--- config.mk ---
export PLATFORM = sky130hd
export DESIGN_NAME = serial_mem_bridge
export DESIGN_NICKNAME = d
export VERILOG_FILES = /design/src/rtl/jrb8_pkg.sv /design/src/rtl/sync2.sv /design/src/rtl/serial_mem_bridge.sv
export SDC_FILE = /design/constraint.sdc
export NUM_CORES = 1
export LEC_CHECK = 0
export BUFFER_PORTS_ARGS = -buffer_cell sky130_fd_sc_hd__buf_4
export CAP_MARGIN = 20
export CORE_MARGIN = 3
export CORE_UTILIZATION = 51
export DETAILED_ROUTE_END_ITERATION = 10
export PLACE_DENSITY = 0.73
export RECOVER_POWER = 25
export SLEW_MARGIN = 20
export SYNTH_ARGS = -nofsm -noshare
export SYNTH_HDL_FRONTEND = slang
export SYNTH_HIERARCHICAL = 1
export SYNTH_SLANG_ARGS = --single-unit
--- constraint.sdc ---
create_clock -name clk -period 4.8 [get_ports clk]
set_input_delay 0.48 -clock clk [delete_from_list [all_inputs] [get_ports clk]]
set_output_delay 0.48 -clock clk [all_outputs]
set_load 0.05 [all_outputs]
--- src/rtl/jrb8_pkg.sv ---
// rtl/jrb8_pkg.sv - shared types and constants for the jrb8 serial memory bridge
package jrb8_pkg;

    typedef enum logic [2:0] {
        IDLE,
        ADDR,
        WDATA,
        RDATA,
        DONE
    } state_t;

    localparam int ADDR_BITS = 16;
    localparam int DATA_BITS = 8;

    localparam logic SPACE_ROM = 1'b0;
    localparam logic SPACE_RAM = 1'b1;

endpackage

--- src/rtl/sync2.sv ---
// rtl/sync2.sv - generic two-flop synchroniser
// Ports: clk, rst_n (async active-low), d (asynchronous input), q (synchronised output)
module sync2 (
    input  logic clk,
    input  logic rst_n,
    input  logic d,
    output logic q
);

    logic meta;

    always_ff @(posedge clk or negedge rst_n) begin
        if (!rst_n) begin
            meta <= 1'b0;
            q    <= 1'b0;
        end else begin
            meta <= d;
            q    <= meta;
        end
    end

endmodule

--- src/rtl/serial_mem_bridge.sv ---
// rtl/serial_mem_bridge.sv - bit-serial ROM/RAM master for jrb8 fetch/load/store
// Ports: clk, rst_n (async active-low)
//        req_valid/req_ready/req_write/req_space/req_addr/req_wdata : core request
//        resp_valid/resp_rdata/resp_err                           : completion
//        sclk_out/serial_out/serial_in/ext_ready                  : host pins
//        pc_in_flag/rom_out_flag/ram_in_flag/ram_out_flag         : status flags
module serial_mem_bridge
    import jrb8_pkg::*;
#(
    parameter int CLK_DIV = 2,
    parameter int TIMEOUT = 1024
) (
    input  logic                 clk,
    input  logic                 rst_n,
    input  logic                 req_valid,
    output logic                 req_ready,
    input  logic                 req_write,
    input  logic                 req_space,
    input  logic [ADDR_BITS-1:0] req_addr,
    input  logic [DATA_BITS-1:0] req_wdata,
    output logic                 resp_valid,
    output logic [DATA_BITS-1:0] resp_rdata,
    output logic                 resp_err,
    output logic                 sclk_out,
    output logic                 serial_out,
    input  logic                 serial_in,
    input  logic                 ext_ready,
    output logic                 pc_in_flag,
    output logic                 rom_out_flag,
    output logic                 ram_in_flag,
    output logic                 ram_out_flag
);

    localparam int PW = (CLK_DIV > 1) ? $clog2(CLK_DIV) : 1;
    localparam int SW = $clog2(TIMEOUT + 1);
    localparam logic [PW-1:0] PH_LAST    = PW'(CLK_DIV - 1);
    localparam logic [SW-1:0] STALL_LAST = SW'(TIMEOUT - 1);

    state_t               state;
    logic [ADDR_BITS-1:0] tx_sh;
    logic [DATA_BITS-1:0] wdata_q;
    logic [DATA_BITS-1:0] rx_sh;
    logic                 write_q;
    logic [4:0]           bit_cnt;
    logic [PW-1:0]        phase_cnt;
    logic [SW-1:0]        stall_cnt;
    logic                 ready_s;
    logic                 sin_s;
    logic                 last_bit;

    sync2 u_sync_ready (.clk(clk), .rst_n(rst_n), .d(ext_ready), .q(ready_s));
    sync2 u_sync_sin   (.clk(clk), .rst_n(rst_n), .d(serial_in), .q(sin_s));

    always_comb begin
        last_bit = 1'b0;
        if (state == ADDR) last_bit = (bit_cnt == 5'(ADDR_BITS - 1));
        else               last_bit = (bit_cnt == 5'(DATA_BITS - 1));
    end

    always_ff @(posedge clk or negedge rst_n) begin
        if (!rst_n) begin
            state        <= IDLE;
            tx_sh        <= '0;
            wdata_q      <= '0;
            rx_sh        <= '0;
            write_q      <= 1'b0;
            bit_cnt      <= '0;
            phase_cnt    <= '0;
            stall_cnt    <= '0;
            req_ready    <= 1'b1;
            resp_valid   <= 1'b0;
            resp_rdata   <= '0;
            resp_err     <= 1'b0;
            sclk_out     <= 1'b0;
            serial_out   <= 1'b0;
            pc_in_flag   <= 1'b0;
            rom_out_flag <= 1'b0;
            ram_in_flag  <= 1'b0;
            ram_out_flag <= 1'b0;
        end else begin
            case (state)
                IDLE: begin
                    if (req_valid) begin
                        req_ready <= 1'b0;
                        write_q   <= req_write;
                        wdata_q   <= req_wdata;
                        if (req_space == SPACE_ROM && req_write) begin
                            state      <= DONE;
                            resp_valid <= 1'b1;
                            resp_err   <= 1'b1;
                        end else begin
                            // First address bit goes out with the first low-phase cycle.
                            state        <= ADDR;
                            serial_out   <= req_addr[ADDR_BITS-1];
                            tx_sh        <= {req_addr[ADDR_BITS-2:0], 1'b0};
                            bit_cnt      <= '0;
                            phase_cnt    <= '0;
                            stall_cnt    <= '0;
                            pc_in_flag   <= 1'b1;
                            rom_out_flag <= (req_space == SPACE_ROM);
                            ram_in_flag  <= (req_space == SPACE_RAM) && req_write;
                            ram_out_flag <= (req_space == SPACE_RAM) && !req_write;
                        end
                    end
                end

                ADDR, WDATA, RDATA: begin
                    if (!sclk_out) begin
                        if (phase_cnt != PH_LAST) begin
                            phase_cnt <= phase_cnt + 1'b1;
                        end else if (ready_s) begin
                            sclk_out  <= 1'b1;
                            phase_cnt <= '0;
                            stall_cnt <= '0;
                            if (state == RDATA) rx_sh <= {rx_sh[DATA_BITS-2:0], sin_s};
                        end else if (stall_cnt == STALL_LAST) begin
                            // Host never became ready: abandon the transfer.
                            state        <= DONE;
                            resp_valid   <= 1'b1;
                            resp_err     <= 1'b1;
                            serial_out   <= 1'b0;
                            pc_in_flag   <= 1'b0;
                            rom_out_flag <= 1'b0;
                            ram_in_flag  <= 1'b0;
                            ram_out_flag <= 1'b0;
                        end else begin
                            stall_cnt <= stall_cnt + 1'b1;
                        end
                    end else if (phase_cnt != PH_LAST) begin
                        phase_cnt <= phase_cnt + 1'b1;
                    end else begin
                        // End of a bit: fall and present the next bit in the same edge.
                        sclk_out  <= 1'b0;
                        phase_cnt <= '0;
                        if (!last_bit) begin
                            bit_cnt    <= bit_cnt + 1'b1;
                            serial_out <= (state == RDATA) ? 1'b0 : tx_sh[ADDR_BITS-1];
                            tx_sh      <= {tx_sh[ADDR_BITS-2:0], 1'b0};
                        end else if (state == ADDR) begin
                            bit_cnt    <= '0;
                            pc_in_flag <= 1'b0;
                            if (write_q) begin
                                state      <= WDATA;
                                serial_out <= wdata_q[DATA_BITS-1];
                                tx_sh      <= {wdata_q[DATA_BITS-2:0], {(ADDR_BITS-DATA_BITS+1){1'b0}}};
                            end else begin
                                state      <= RDATA;
                                serial_out <= 1'b0;
                            end
                        end else begin
                            state        <= DONE;
                            resp_valid   <= 1'b1;
                            resp_err     <= 1'b0;
                            serial_out   <= 1'b0;
                            rom_out_flag <= 1'b0;
                            ram_in_flag  <= 1'b0;
                            ram_out_flag <= 1'b0;
                            if (state == RDATA) resp_rdata <= rx_sh;
                        end
                    end
                end

                DONE: begin
                    state      <= IDLE;
                    resp_valid <= 1'b0;
                    resp_err   <= 1'b0;
                    req_ready  <= 1'b1;
                end

                default: state <= IDLE;
            endcase
        end
    end

endmodule

==> out/metrics.cfg, run 1 <==
[outcome]
status = complete, no violations

[yosys]
synthFlopType = dfrtp_1
syn-mean-instance-area_um2 = 10.15
synth_area_um2 = 3605
post_synth_num_cell_types = 54
synth_edf_count = 0
yosysSeqAreaShare = 0.5071
synth_area_leader_cell = dfrtp_1
yosysWarnings = 6
yosysTopAreaCellShare = 0.4998
synthTopCellsByArea = dfrtp_1, mux2_2, nand2_1
syn_nets = 388
synth_cells = 355
synthArstFlopShare = 1.000
synth_seq_cells = 73

[clock_tree]
clock_sinks = 73
clockBufferDepth = 2
cts_resized = 0
root_buffer = clkbuf_8
cts_made_buffers = 9
cts_tree = done
htreeDepth = 3
path_clk_slew_ns = 0.08
clk-insertion-delay-late_ns = 0.35
cts_hold_buf = 0
post-cts-setup-buffers = 0

[floorplan]
rows = 30
fp.dieW_um = 90.07
start_util = 0.5277
coreArea_um2 = 6832
die_area_um2 = 8113
ios = 48
die_y_um = 90.07

[drt]
ant_nets = 0
drt_iter0_drc = 191
routed_wl_um = 7426
viasPerCell = 5.592
dr.pass1.iters = 5
num_vias = 2779
drt-wirelength-per-cell_um = 14.94
drcViolationCount = 0

[sta]
tightest_slew_ns = 0.8971
slew_violations = 0
worst_slack_ns = 2.238
fin_tns_setup_ns = 0
finalClockSkew_ns = 0.006736
slew_headroom = 0.4020
fmax_ghz = 0.3902
finalCritPeriodShare = 0.5338
min_period_ns = 2.562
final-setup-viol-count = 0
rsz0062_at_grt = false
hold_viol_final = 0
whs_ns = 0.2487

[global_route]
grt_pass1_wl_um = 13020
grt_max_degree = 74
antenna_found_initial = 0
grt_pass1_vias = 2760
grt_use_total = 0.1963
grt-ovfl-total = 0

[cells_and_area]
fin_util = 0.6289
fin_nets = 429
final_area_um2 = 4297
final_cells = 497
syn_to_final_growth_pct = 19.19
layout-drive-gt1-share = 0.2494
antennaDiodeCount = 0
fillers = 570

[place]
dpl.cell_count = 481
numPortBuffers = 47
placedInstanceArea_um2 = 4021
dp_slack_ns = 2.263
place_hpwl_um = 5105
gp_congestion = 0.8727

[hold_path]
holdCritPathClass = in -> async

[worst_setup_path]
arrival_ns = 2.82
critPathKind = reg -> reg
critical_path.startpoint_type = register
cp-end-kind = register
cp.required_ns = 5.06
r2r-start = state[2]$_DFFE_PN0P_
startpoint = state[2]$_DFFE_PN0P_
worstPathMaxFanout = 30

[power]
ir_drop_mv = 0.3708
power.density_nw_per_um2 = 631.8
p_leak_nw = 1.970
p_total_mw = 2.715

[job]
cap_violations = 0

-- cells by family after synthesis --
group / count (synthesis) / share of synthesized area
XOR/XNOR: 3 / 0.007290
AO/OA/AOI/OAI: 92 / 0.1718
buffers and inverters: 24 / 0.02708
AND/OR/NAND/NOR: 132 / 0.1892
flip-flops: 73 / 0.5071
adder cells (fa/ha/maj): 2 / 0.006941
multiplexers: 29 / 0.09059
-- cell type report --
cell class	instances	area (um^2)	area share
sequential	73	1828	0.4255
multi-input combinational	258	1687	0.3925
timing repair buffer	49	367.9	0.08561
clock buffer	10	137.6	0.03203
clock inverter	6	137.6	0.03203
tap	96	120.1	0.02796
inverter	5	18.77	0.004368
-- synth_stat cells, types with 6 or more instances --
cell	count
nand3_1	9
o31ai_1	10
o21ai_0	19
dfrtp_1	72
nand2_1	56
mux2_2	24
o21ai_1	9
a211oi_1	7
and3_1	9
a21oi_1	11
buf_2	6
clkbuf_1	13
a2bb2oi_1	7
nor2_1	24
-- state kept, by name, indices dropped and copies added, names as in the netlist, 3 cells and up --
register and flops:
tx_sh 15, stall_cnt 11, resp_rdata 8, rx_sh 8, wdata_q 8, bit_cnt 5, state 3
-- report_power, final --
group	internal, mW	leakage (nW)	switching (mW)
sequential	0.796	0.948	0.186
clock	0.415	0.137	0.238
combinational	0.429	0.885	0.651
-- placed cells by master (no fill, tap or decap), drive strengths merged, types with 5 or more instances in the layout --
cell type,netlist,final
dfrtp,72,72
nand2,56,56
buf,6,47
mux2,29,29
o21ai,28,28
nor2,24,24
clkbuf,13,12
a21oi,11,11
o31ai,10,10
nand3,9,9
and3,9,9
a211oi,7,7
a2bb2oi,7,7
inv,5,6
nor2b,5,5
a22o,5,5
-- metal layers --
metal | routed length, um | vias to the layer above | GRT usage
li1 | - | 1379 | -
met4 | 126 | 0 | 0.06888
met2 | 3333 | 56 | 0.2782
met5 | 0 | - | 0
met1 | 3647 | 1332 | 0.2827
met3 | 318 | 12 | 0.06444
-- critical path, cell delays in order, from the launching register on --
cell       delay (ns)
dfrtp_1          0.62
nor4b_4          0.89
o2bb2ai_1        0.29
o41ai_2          0.13
buf_4            0.25
o31ai_1          0.29
-- path summary, 6_finish.rpt --
kind,cells past startpoint,endpoint,slack (ns)
max,5,tx_sh[9]$_DFFE_PN0P_,2.24
min,1,tx_sh[1]$_DFFE_PN0P_,0.25
max reg2reg,5,tx_sh[9]$_DFFE_PN0P_,2.24
min reg2reg,0,u_sync_ready/q$_DFF_PN0_,0.36
max in group asynchronous,1,stall_cnt[10]$_DFFE_PN0P_,3.97
min in group clk,1,u_sync_sin/meta$_DFF_PN0_,0.25
Note: power is estimated with default switching activity, not from simulation.
==> run 2, diff against run 1 <==
Settings changed: PLACE_DENSITY 0.73 to 0.76.
Clock period 4.8 ns to 2.2 ns, I/O delays scaled along.
==> run 2 against run 1 <==
Compared with the run above:
- the flow now finishes with violations (max-capacitance violations, max-slew violations)
- non-clock buffer count up 15
- clock power rose by 94%
- sequential power rose by 110%
- worst hold slack got worse by 0.14 ns
- global-route usage increased by 1.1 points
- flip-flop and latch count is the same
- wire length grew 9.2%
- combinational power up 150%
- design area grew 2.5%
- critical path type unchanged
- highest routed layer unchanged
==> out/metrics.cfg, run 2 (same netlist as run 1, synthesis figures left out) <==
[floorplan]
die_area_um2 = 8113
fp.dieW_um = 90.07
start_util = 0.5277
coreArea_um2 = 6832
ios = 48
rows = 30
die_y_um = 90.07

[global_route]
grt_pass1_vias = 2856
grt_max_degree = 74
grt_use_total = 0.2069
grt-ovfl-total = 0
antenna_found_initial = 0
grt_pass1_wl_um = 13810

[sta]
fmax_ghz = 0.4850
finalClockSkew_ns = 0.007010
fin_tns_setup_ns = 0
rsz0062_at_grt = false
min_period_ns = 2.062
finalCritPeriodShare = 0.9373
hold_viol_final = 0
slew_violations = 74
slew_headroom = -0.1757
final-setup-viol-count = 0
tightest_slew_ns = 1.764

[worst_setup_path]
worstPathMaxFanout = 9
arrival_ns = 2.28
r2r-start = state[0]$_DFFE_PN0P_
path_buf_inv = 0
cp.required_ns = 2.42
critical_path.startpoint_type = register
startpoint = state[0]$_DFFE_PN0P_
path_cells = nor3b_4 > xor2_1 > nor2_1 > o221ai_1 > mux2_1
cpPeakStageDelay_ns = 0.52
cp_slowest_cell = dfrtp_1
critPathKind = reg -> reg
cp-end-kind = register
crit_family = simple AND/OR/NAND/NOR gates

[cells_and_area]
syn_to_final_growth_pct = 22.15
fillers = 570
layout-drive-gt1-share = 0.2764
top_register = tx_sh
largestRegisters = tx_sh: 15 flops, stall_cnt: 11 flops
fin_nets = 444
fin_util = 0.6445
multi_input_area_um2 = 1697
antennaDiodeCount = 0
regArea_um2 = 1828
largest_reg_flops = 15
mostFrequentLayoutCell = dfrtp_1
final_cell_mix = dfrtp_1, buf_4, nand2_1

[drt]
drcViolationCount = 0
wl_met1_um = 3751
num_vias = 2943
dr_wl_met3_um = 459
dr.pass1.iters = 4
routed_wl_um = 8109
drt_iter0_drc = 186
wl_met2_um = 3785
viasPerCell = 5.748
ant_nets = 0
drt-wirelength-per-cell_um = 15.84
highest_layer = met4

[place]
place_hpwl_um = 5698
gp_congestion = 0.9376
numPortBuffers = 47

[clock_tree]
clockBufferDepth = 2
htreeDepth = 3
clk-insertion-delay-late_ns = 0.34
cts_tree = done
post-cts-setup-buffers = 0
cts_made_buffers = 9
root_buffer = clkbuf_8
clock_sinks = 73
path_clk_slew_ns = 0.08

[job]
cap_violations = 1

[power]
power.density_nw_per_um2 = 1375
p_leak_nw = 2.035
p_total_mw = 6.052
ir_drop_mv = 0.9978

[outcome]
status = finished with violations
violations = max-capacitance violations, max-slew violations

[hold_path]
holdCritPathClass = in -> reg
hold_start = req_wdata[7]

[run 2: final timing paths]
kind	end	slack (ns)	cells past startpoint
worst max register to register	state[1]$_DFFE_PN0P_	0.14	5
worst min register to register	u_sync_ready/q$_DFF_PN0_	0.35	0
worst min-delay path	wdata_q[7]$_DFFE_PN0P_	0.11	2
worst max-delay path	state[1]$_DFFE_PN0P_	0.14	5
max in group asynchronous	serial_out$_DFFE_PN0P_	0.80	1
min in group asynchronous	tx_sh[1]$_DFFE_PN0P_	0.33	1
[run 2: where the power goes]
part / total [mW] / internal [mW] / switching (mW) / leakage (nW)
Combinational: 2.69 / 1.09 / 1.60 / 0.967
Clock: 1.27 / 0.760 / 0.509 / 0.121
Sequential: 2.09 / 1.74 / 0.354 / 0.948
Total: 6.05 / 3.59 / 2.46 / 2.04
[run 2: layer usage]
layer	global-route usage	up-vias
met5	0	-
met4	0.05995	0
met3	0.05690	13
met2	0.3205	100
met1	0.2861	1430
li1	-	1400
[run 2: repair_timing]
action | in CTS | in global routing
hold buffers | 2 | 0
hold endpoints to repair | 2 | 0
setup endpoints to repair | 0 | 10
resized for setup | 0 | 4
[run 2: final cells by class]
| class | instances | share of cell area |
|---|---|---|
| tap | 96 | 0.02728 |
| inverter | 5 | 0.004263 |
| sequential | 73 | 0.4152 |
| multi-input combinational | 258 | 0.3853 |
| clock inverter | 6 | 0.02643 |
| clock buffer | 10 | 0.02899 |
| timing repair buffer | 64 | 0.1125 |
[run 2: per-stage QoR]
step | instance area [um^2] | hold WS [ns] | cells | setup WS, ns
final | 4403 | 0.1057 | 512 | 0.1380
after global routing | 4403 | 0.08465 | 512 | 0.004690
after CTS | 4395 | 0.04556 | 512 | 0.1284
after detailed placement | 4131 | 0.3317 | 494 | 0.1191
after global placement | 4131 | 0.3303 | 494 | 0.2326
after floorplan | 3605 | -0.07559 | 355 | 0.2331
[run 2: worst register-to-register path, stage by stage, from the launching register on]
cell and delay, ns:
dfrtp_1 0.52, nor3b_4 0.34, xor2_1 0.14, nor2_1 0.37, o221ai_1 0.23, mux2_1 0.34
